<file path="config.mk">
export PLATFORM = sky130hd
export DESIGN_NAME = alu_register
export DESIGN_NICKNAME = d
export VERILOG_FILES = /design/src/rtl/alu_register.sv
export SDC_FILE = /design/constraint.sdc
export NUM_CORES = 1
export LEC_CHECK = 0
export ABC_CLOCK_PERIOD_IN_PS = 2700
export CAP_MARGIN = 15
export CORE_ASPECT_RATIO = 1.75
export CORE_UTILIZATION = 30
export DETAILED_ROUTE_END_ITERATION = 12
export GPL_TIMING_DRIVEN = 0
export SLEW_MARGIN = 20
export SYNTH_ARGS = -nofsm -noshare
export SYNTH_HDL_FRONTEND = slang
export SYNTH_SLANG_ARGS = --single-unit
</file>
<file path="constraint.sdc">
create_clock -name i_clock -period 2.7 [get_ports i_clock]
set_clock_uncertainty 0.1 [all_clocks]
set_input_delay 0.54 -clock i_clock [delete_from_list [all_inputs] [get_ports i_clock]]
set_output_delay 0.54 -clock i_clock [all_outputs]
set_load 0.1 [all_outputs]
</file>
<file path="src/rtl/alu_register.sv">
// alu_register: accumulator-style ALU stage with a four-cycle shift-add multiply
module alu_register (
    input  logic       i_clock,
    input  logic       i_reset,
    input  logic       i_start,
    input  logic [3:0] i_data,
    input  logic [2:0] i_func,
    output logic       o_busy,
    output logic       o_done,
    output logic [7:0] o_result,
    output logic [7:0] o_ops_count
);
    localparam logic [1:0] S_IDLE = 2'd0, S_EXEC = 2'd1, S_MUL = 2'd2;
    logic [1:0] r_state;
    logic [3:0] r_a, r_b;
    logic [2:0] r_f;
    logic [7:0] r_prod, r_result, r_ops;
    logic [1:0] r_step;
    logic       r_done;
    logic [7:0] w_alu, w_term, w_prod;
    // Function set on the latched operands, plus the next multiply partial product
    always_comb begin
        w_term = r_b[r_step] ? ({4'b0, r_a} << r_step) : 8'd0;
        w_prod = r_prod + w_term;
        w_alu  = r_f == 3'b000 ? {4'b0, r_a} + 8'd1
               : r_f == 3'b001 ? {4'b0, r_a} + {4'b0, r_b}
               : r_f == 3'b010 ? {4'b0, r_a} - {4'b0, r_b}
               : r_f == 3'b011 ? {r_a | r_b, r_a ^ r_b}
               : r_f == 3'b100 ? {7'b0, |{r_a, r_b}}
               : r_f == 3'b101 ? (r_a[3] ? 8'd0 : {4'b0, r_b} << r_a[2:0])
               : r_f == 3'b110 ? {r_a, r_b} >> 1
               : w_prod;
    end
    // Accept in IDLE, write on completion; reset overrides everything
    always_ff @(posedge i_clock) begin
        if (i_reset) begin
            r_state  <= S_IDLE;
            r_a      <= 4'd0;
            r_b      <= 4'd0;
            r_f      <= 3'd0;
            r_prod   <= 8'd0;
            r_step   <= 2'd0;
            r_result <= 8'd0;
            r_ops    <= 8'd0;
            r_done   <= 1'b0;
        end else begin
            r_done <= 1'b0;
            if (r_state == S_IDLE && i_start) begin
                r_a     <= i_data;
                r_f     <= i_func;
                r_b     <= r_result[3:0];
                r_prod  <= 8'd0;
                r_step  <= 2'd0;
                r_state <= i_func == 3'b111 ? S_MUL : S_EXEC;
            end else if (r_state == S_EXEC) begin
                r_result <= w_alu;
                r_done   <= 1'b1;
                r_ops    <= r_ops + 8'd1;
                r_state  <= S_IDLE;
            end else if (r_state == S_MUL) begin
                r_prod <= w_prod;
                r_step <= r_step + 2'd1;
                if (r_step == 2'd3) begin
                    r_result <= w_prod;
                    r_done   <= 1'b1;
                    r_ops    <= r_ops + 8'd1;
                    r_state  <= S_IDLE;
                end
            end else begin
                r_state <= S_IDLE;
            end
        end
    end
    assign o_busy      = r_state != S_IDLE;
    assign o_done      = r_done;
    assign o_result    = r_result;
    assign o_ops_count = r_ops;
endmodule

</file>
Word-level counts from Yosys, hierarchy flattened
Cells that the tools add are included.

storage, ports and cells
  memory bits (writable) = 0
  register bits = 40
  word-level logic and storage cells = 68
  bits of input ports = 10
  memory bits (read-only) = 0
  output and inout port bits = 18
  memories = 0
  latch bits = 0

operators by class
  reduce and logical (&&, ||, !) cells = 10
  multiply operators = 0
  eq/ne operators = 11
  divide/modulo/power cells = 0
  shifts and indexed selects = 2
  bitwise operators = 4
  mux-type cells = 25
  order comparisons = 1
  add/sub/neg operators = 6

operators by type and width
  kind                                                                           number
  8-bit 2-to-1 mux                                                               15
  3-bit == test (second input constant)                                          4
  2-bit 2-to-1 mux                                                               5
  8-bit by 1-bit adder with 8-bit output (second input constant)                 1
  8-bit adder                                                                    1
  8-bit OR reduction                                                             1
  4-bit by 2-bit left shift with 8-bit output                                    1
  4-bit by 3-bit left shift with 8-bit output                                    1
  3-bit by 2-bit == test with 1-bit output (second input constant)               2
  2-bit nonzero test                                                             3
  4-bit by 1-bit adder with 5-bit output (second input constant)                 1
  4-bit by 4-bit adder with 5-bit output                                         1
  4-bit by 4-bit subtractor with 5-bit output                                    1
  2-bit == test (second input constant)                                          2
  1-bit 2-to-1 mux                                                               4
  4-bit by 3-bit != test with 1-bit output (second input constant)               1
  4-bit bitwise OR                                                               1
  4-bit XOR                                                                      1
  3-bit by 1-bit == test with 1-bit output (second input constant)               1
  3-bit zero test                                                                1
  2-bit by 3-bit less-than comparator with 1-bit output (second input constant)  1
  3-bit AND reduction                                                            1
  2-bit by 1-bit adder with 2-bit output (second input constant)                 1
  1-bit binary-select mux with 2-bit select                                      1
  6 further kinds                                                                7

Depth between registers and ports, before layout
  depth in word-level cells = 12
  depth in mapped cells = 13
  mapped depth without buffers = 10

Worst setup path before layout
OpenSTA, ideal clock, no wires.

  path type = register to register
  start = register r_step[0]
  end = register r_result[6] (netlist: o_result[6])
  slack = -102 ps
  data arrival time = 2573 ps
  stages on the path, launching flop included = 12
  period minus slack after synthesis = 2802 ps
  path buffers = 1
  library setup time = 130 ps
  required time = 2470 ps
  path through = dfxtp_1 -> clkbuf_1 -> mux2i_1 -> nand2b_1 -> and3_1 -> ha_1 -> a21o_2 -> a21oi_2 -> or4_1 -> o2111ai_1 -> a2111oi_0 -> o22ai_1

between the ends
  longest elaborated chain between the ends = 12
  elaborated cells between the ends (all ways) = 18
  classes of those cells = add/sub (1); eq/ne (1); shift (1); mux (13); reduce/logical (2)

RTL lines
  item                                       line  text
  from (decl)                                18    logic [1:0] r_step;
  from (signal assigned)                     62    r_step <= r_step + 2'd1;
  1-bit binary-select mux with 2-bit select  23    w_term = r_b[r_step] ? ({4'b0, r_a} << r_step) : 8'd0;
  1-bit 2-to-1 mux (implied by the code)     23
  8-bit 2-to-1 mux                           23
  8-bit adder                                24    w_prod = r_prod + w_term;
  8-bit 2-to-1 mux                           31    : r_f == 3'b110 ? {r_a, r_b} >> 1
  8-bit 2-to-1 mux                           30    : r_f == 3'b101 ? (r_a[3] ? 8'd0 : {4'b0, r_b} << r_a[2:0])
  8-bit 2-to-1 mux                           29    : r_f == 3'b100 ? {7'b0, |{r_a, r_b}}
  8-bit 2-to-1 mux                           28    : r_f == 3'b011 ? {r_a | r_b, r_a ^ r_b}
  8-bit 2-to-1 mux                           27    : r_f == 3'b010 ? {4'b0, r_a} - {4'b0, r_b}
  8-bit 2-to-1 mux                           26    : r_f == 3'b001 ? {4'b0, r_a} + {4'b0, r_b}
  8-bit 2-to-1 mux                           25    w_alu = r_f == 3'b000 ? {4'b0, r_a} + 8'd1
  8-bit 2-to-1 mux                           55    end else if (r_state == S_EXEC) begin
  to (signal assigned)                       56    r_result <= w_alu;
  to (signal assigned)                       64    r_result <= w_prod;
  to (decl)                                  17    logic [7:0] r_prod, r_result, r_ops;

Several ways; a longest one is shown, not always the timed one. The select of a mux whose other input is x is not followed.
A chain may end at the register's enable or synchronous reset.

Final worst setup path
  start = register r_step[0]
  end = register r_result[3] (netlist: o_result[3])

The elaborated chain is that of the path after synthesis.

==> metrics <==
status=finished with violations; failing checks=negative setup slack; main combinational cell family by area after synthesis=simple AND/OR/NAND/NOR gates; syn_area_per_cell=7.86 sq um; CP peak stage delay=0.53 ns; Worst Path Buf+Inv=0; Placed Area=roughly 0.0038 sq mm; Final min period=2.75 ns; Final nets=519; largest net degree at the start of global routing=20; wl on met1=around 4200 microns; DIE AREA=~0.012 sq mm; CTS Buf Count=5; vias per cell=5.55; EDFF count, synth=0; synth unique cells=69; final setup vio count=3; leak pwr=1.63 nW; DRT iter0 DRCs=202; initial core utilization=31.1%; Logic pwr share=18.9%; Synth area leaders=dfxtp_1 (24%), ha_1 (9.7%), a21oi_1 (5.8%), nand2_1 (5.1%), nor2_1 (5.0%); Critical Path, Cell by Cell=mux4_2, and3_4, ha_4, nand3_1, and2_4, xnor2_4, o22ai_1, o31ai_1, a211oi_1; most frequent cells in the layout=nand2_1 (46), nor2_1 (44), a21oi_1 (34), dfxtp_1 (30), clkdlybuf4s50_1 (26); sequential fraction of design power=a little under two fifths; fin. max-slew vios=0; post-synthesis mux area share=between 5 and 6%; Clock Power Share=44.0%; met2 WL post-DR=6390 microns; IO Count=28; final worst-path setup slack=-0.0532 ns; met3 wire length=383 microns; H-tree lvl count=2; Routed WL=roughly 12000 microns; Critical Setup Path Class=reg2reg; pwr dens=369 mW/mm^2; final hold vios=0; Routed Antenna Nets=0; fmax=~360 MHz; total global-route track usage=about 21%; root buffer cell=clkbuf_16; pre-CTS setup slack=-0.405 ns; Worst Tran Pin Value=0.974 ns; syn_nets=approximately 470; top cell type's share of synthesized area=23.8%; sequential area share after synthesis=23.8%; CP endpoint kind=register; die width=82.0 microns; Worst-path clk slew=0.06 ns; reg2reg start=r_step[0]$_SDFFE_PP0P_; first-pass GRT wire length=roughly 18000 microns; ys flop type=dfxtp_1; sw frac=a little under a third; number of core rows=50; WL per Instance=around 19 microns; post-synthesis compound-gate area fraction=between 20% and 30%; DR top layer=met4; Total Neg Setup Slack=-0.120 ns; relative slew slack=between 30% and 40%; Port Buffer Count=27; vias in the first global route=3342; slowest CP cell=mux4_2; crit path from=r_step[0]$_SDFFE_PP0P_; Die Y=between 100 and 150 microns; Hold WC Path Type=reg2reg; clock buffer depth=2; crit-path max FO=5; Yosys reg bits=40; XOR/XNOR Fraction of Synth Area=~5%; simple-gate portion of the synthesized area=between 20 and 25%; commonest non-fill, non-tap cell in the layout=nand2_1; Clock Sinks=40; period utilisation layout=102%; Crit path arrival time=2.83 ns; RePlAce Congestion=1.02; fraction of final layout cells sized beyond drive strength 1=23.1%; CP required=~2.8 ns; final instance area=0.00444 sq mm; area leader, netlist=dfxtp_1; estimated wirelength of the detail-placed design=between 8000 and 9000 microns; total power=between 1.5 and 2 mW; CP Launch Type=register; vias=about 3400; Hold Crit Start=o_result[2]$_SDFFE_PP0P_; TritonCTS clock tree=yes; Power Internal=1.15 mW; synth warn=0; Syn Std Cell Area=0.00336 sq mm; VDD IR-drop max=300 uV; Detailed Routing Iterations Pass 1=5; Post-Synth Adder-Cell Area=11.5%; Antenna Cells=0; Net Sw Power=493 uW; asr flop ratio synth=0%; fill count=1115; Placeable Area=0.0108 sq mm; kind of cell adding the most delay to the critical path=compound AO/OA/AOI/OAI gates; Synth Instances=approximately 430; total of max-cap violations=0; initial antenna violation count=0; DRC Markers=0; Clock Latency Late Sink=0.30 ns; RSZ-0062 raised after global routing=yes; area growth from synthesis to layout=32.1%; grt ovf=0
[power by group through the flow]
stage / Sequential, mW / Clock [mW] / Combinational [mW]
2_1_floorplan: 0.640 / 0 / 0.179
4_1_cts: 0.610 / 0.736 / 0.298
3_3_place_gp: 0.627 / 0 / 0.284
5_1_grt: 0.609 / 0.759 / 0.335
6_report: 0.608 / 0.722 / 0.311
3_5_place_dp: 0.628 / 0 / 0.283
[final cells by class]
| cell class | count | area [sq um] | area share, % |
|---|---|---|---|
| multi-input cells | 332 | 2500 | 56.2 |
| flip-flops and latches | 40 | 831 | 18.7 |
| repair buffers | 51 | 454 | 10.2 |
| plain buffers | 28 | 224 | 5.04 |
| well taps | 130 | 163 | 3.66 |
| clock buffers | 5 | 125 | 2.82 |
| inverters | 22 | 104 | 2.34 |
| clock inverters | 3 | 46.3 | 1.04 |
[state kept, by name, summed over array words and instances, names as in the netlist]
name,cells
o_ops_count,8
o_done,1
o_result,8
r_a,4
r_state,2
r_f,3
r_prod,8
r_b,4
r_step,2
[path summary, 6_finish.rpt]
check                                                 to  slack [ns]  depth (start not counted)
worst max register to register  o_result[3]$_SDFFE_PP0P_       -0.05                          9
worst min-delay path                 r_b[2]$_SDFFE_PP0P_        0.38                          2
worst max-delay path            o_result[3]$_SDFFE_PP0P_       -0.05                          9
worst min register to register       r_b[2]$_SDFFE_PP0P_        0.38                          2
[worst min-delay path, cell delays in order (launching register included)]
cell     delay, ns
dfxtp_1       0.33
nand2_1       0.06
a21oi_1       0.05
[through the flow]
| step | std cells | hold WS [ns] | util [%] |
|---|---|---|---|
| 2_1_floorplan | 428 | 0.365 | - |
| 6_report | 611 | 0.377 | 41.1 |
| 3_5_place_dp | 585 | 0.374 | 35.2 |
| 5_1_grt | 611 | 0.400 | 41.1 |
| 4_1_cts | 606 | 0.380 | 38.9 |
| 3_3_place_gp | 585 | 0.374 | 35.2 |
[cells by family (layout without fill, tap and decap cells)]
family,Yosys count,in the layout
buffers and inverters,56,109
adders and majority gates,29,29
and+or+nand+nor,159,159
DFF,40,40
muxes,16,16
xor gates and xnor gates,19,19
AOI/OAI and AO/OA,109,109
[Yosys cell counts (all sizes together) (5+ instances only)]
| cell type | count |
|---|---|
| buf | 19 |
| a21oi | 40 |
| o21ai | 11 |
| a22oi | 6 |
| xnor2 | 10 |
| nand3 | 14 |
| and2 | 7 |
| a211oi | 5 |
| nand2 | 46 |
| nor3 | 12 |
| clkbuf | 15 |
| o311ai | 5 |
| mux2i | 12 |
| nor2 | 46 |
| inv | 21 |
| xor2 | 9 |
| nor4 | 5 |
| o22ai | 5 |
| dfxtp | 40 |
| nand2b | 6 |
| ha | 26 |
| nand4 | 6 |
[layer usage]
layer / track usage (%) / up-vias
met3: 2.44 / 45
met4: 15.6 / 0
met1: 21.9 / 1620
li1: - / 1623
met2: 38.5 / 106
met5: 0 / -
[repair_timing]
action	CTS	global route
setup endpoints to repair	11	9
buffers inserted	16	9
pin swaps	14	17
hold buffers	0	0
hold endpoints to repair	0	0
gates resized for setup	38	53
Power figures use the tool's default switching activity.
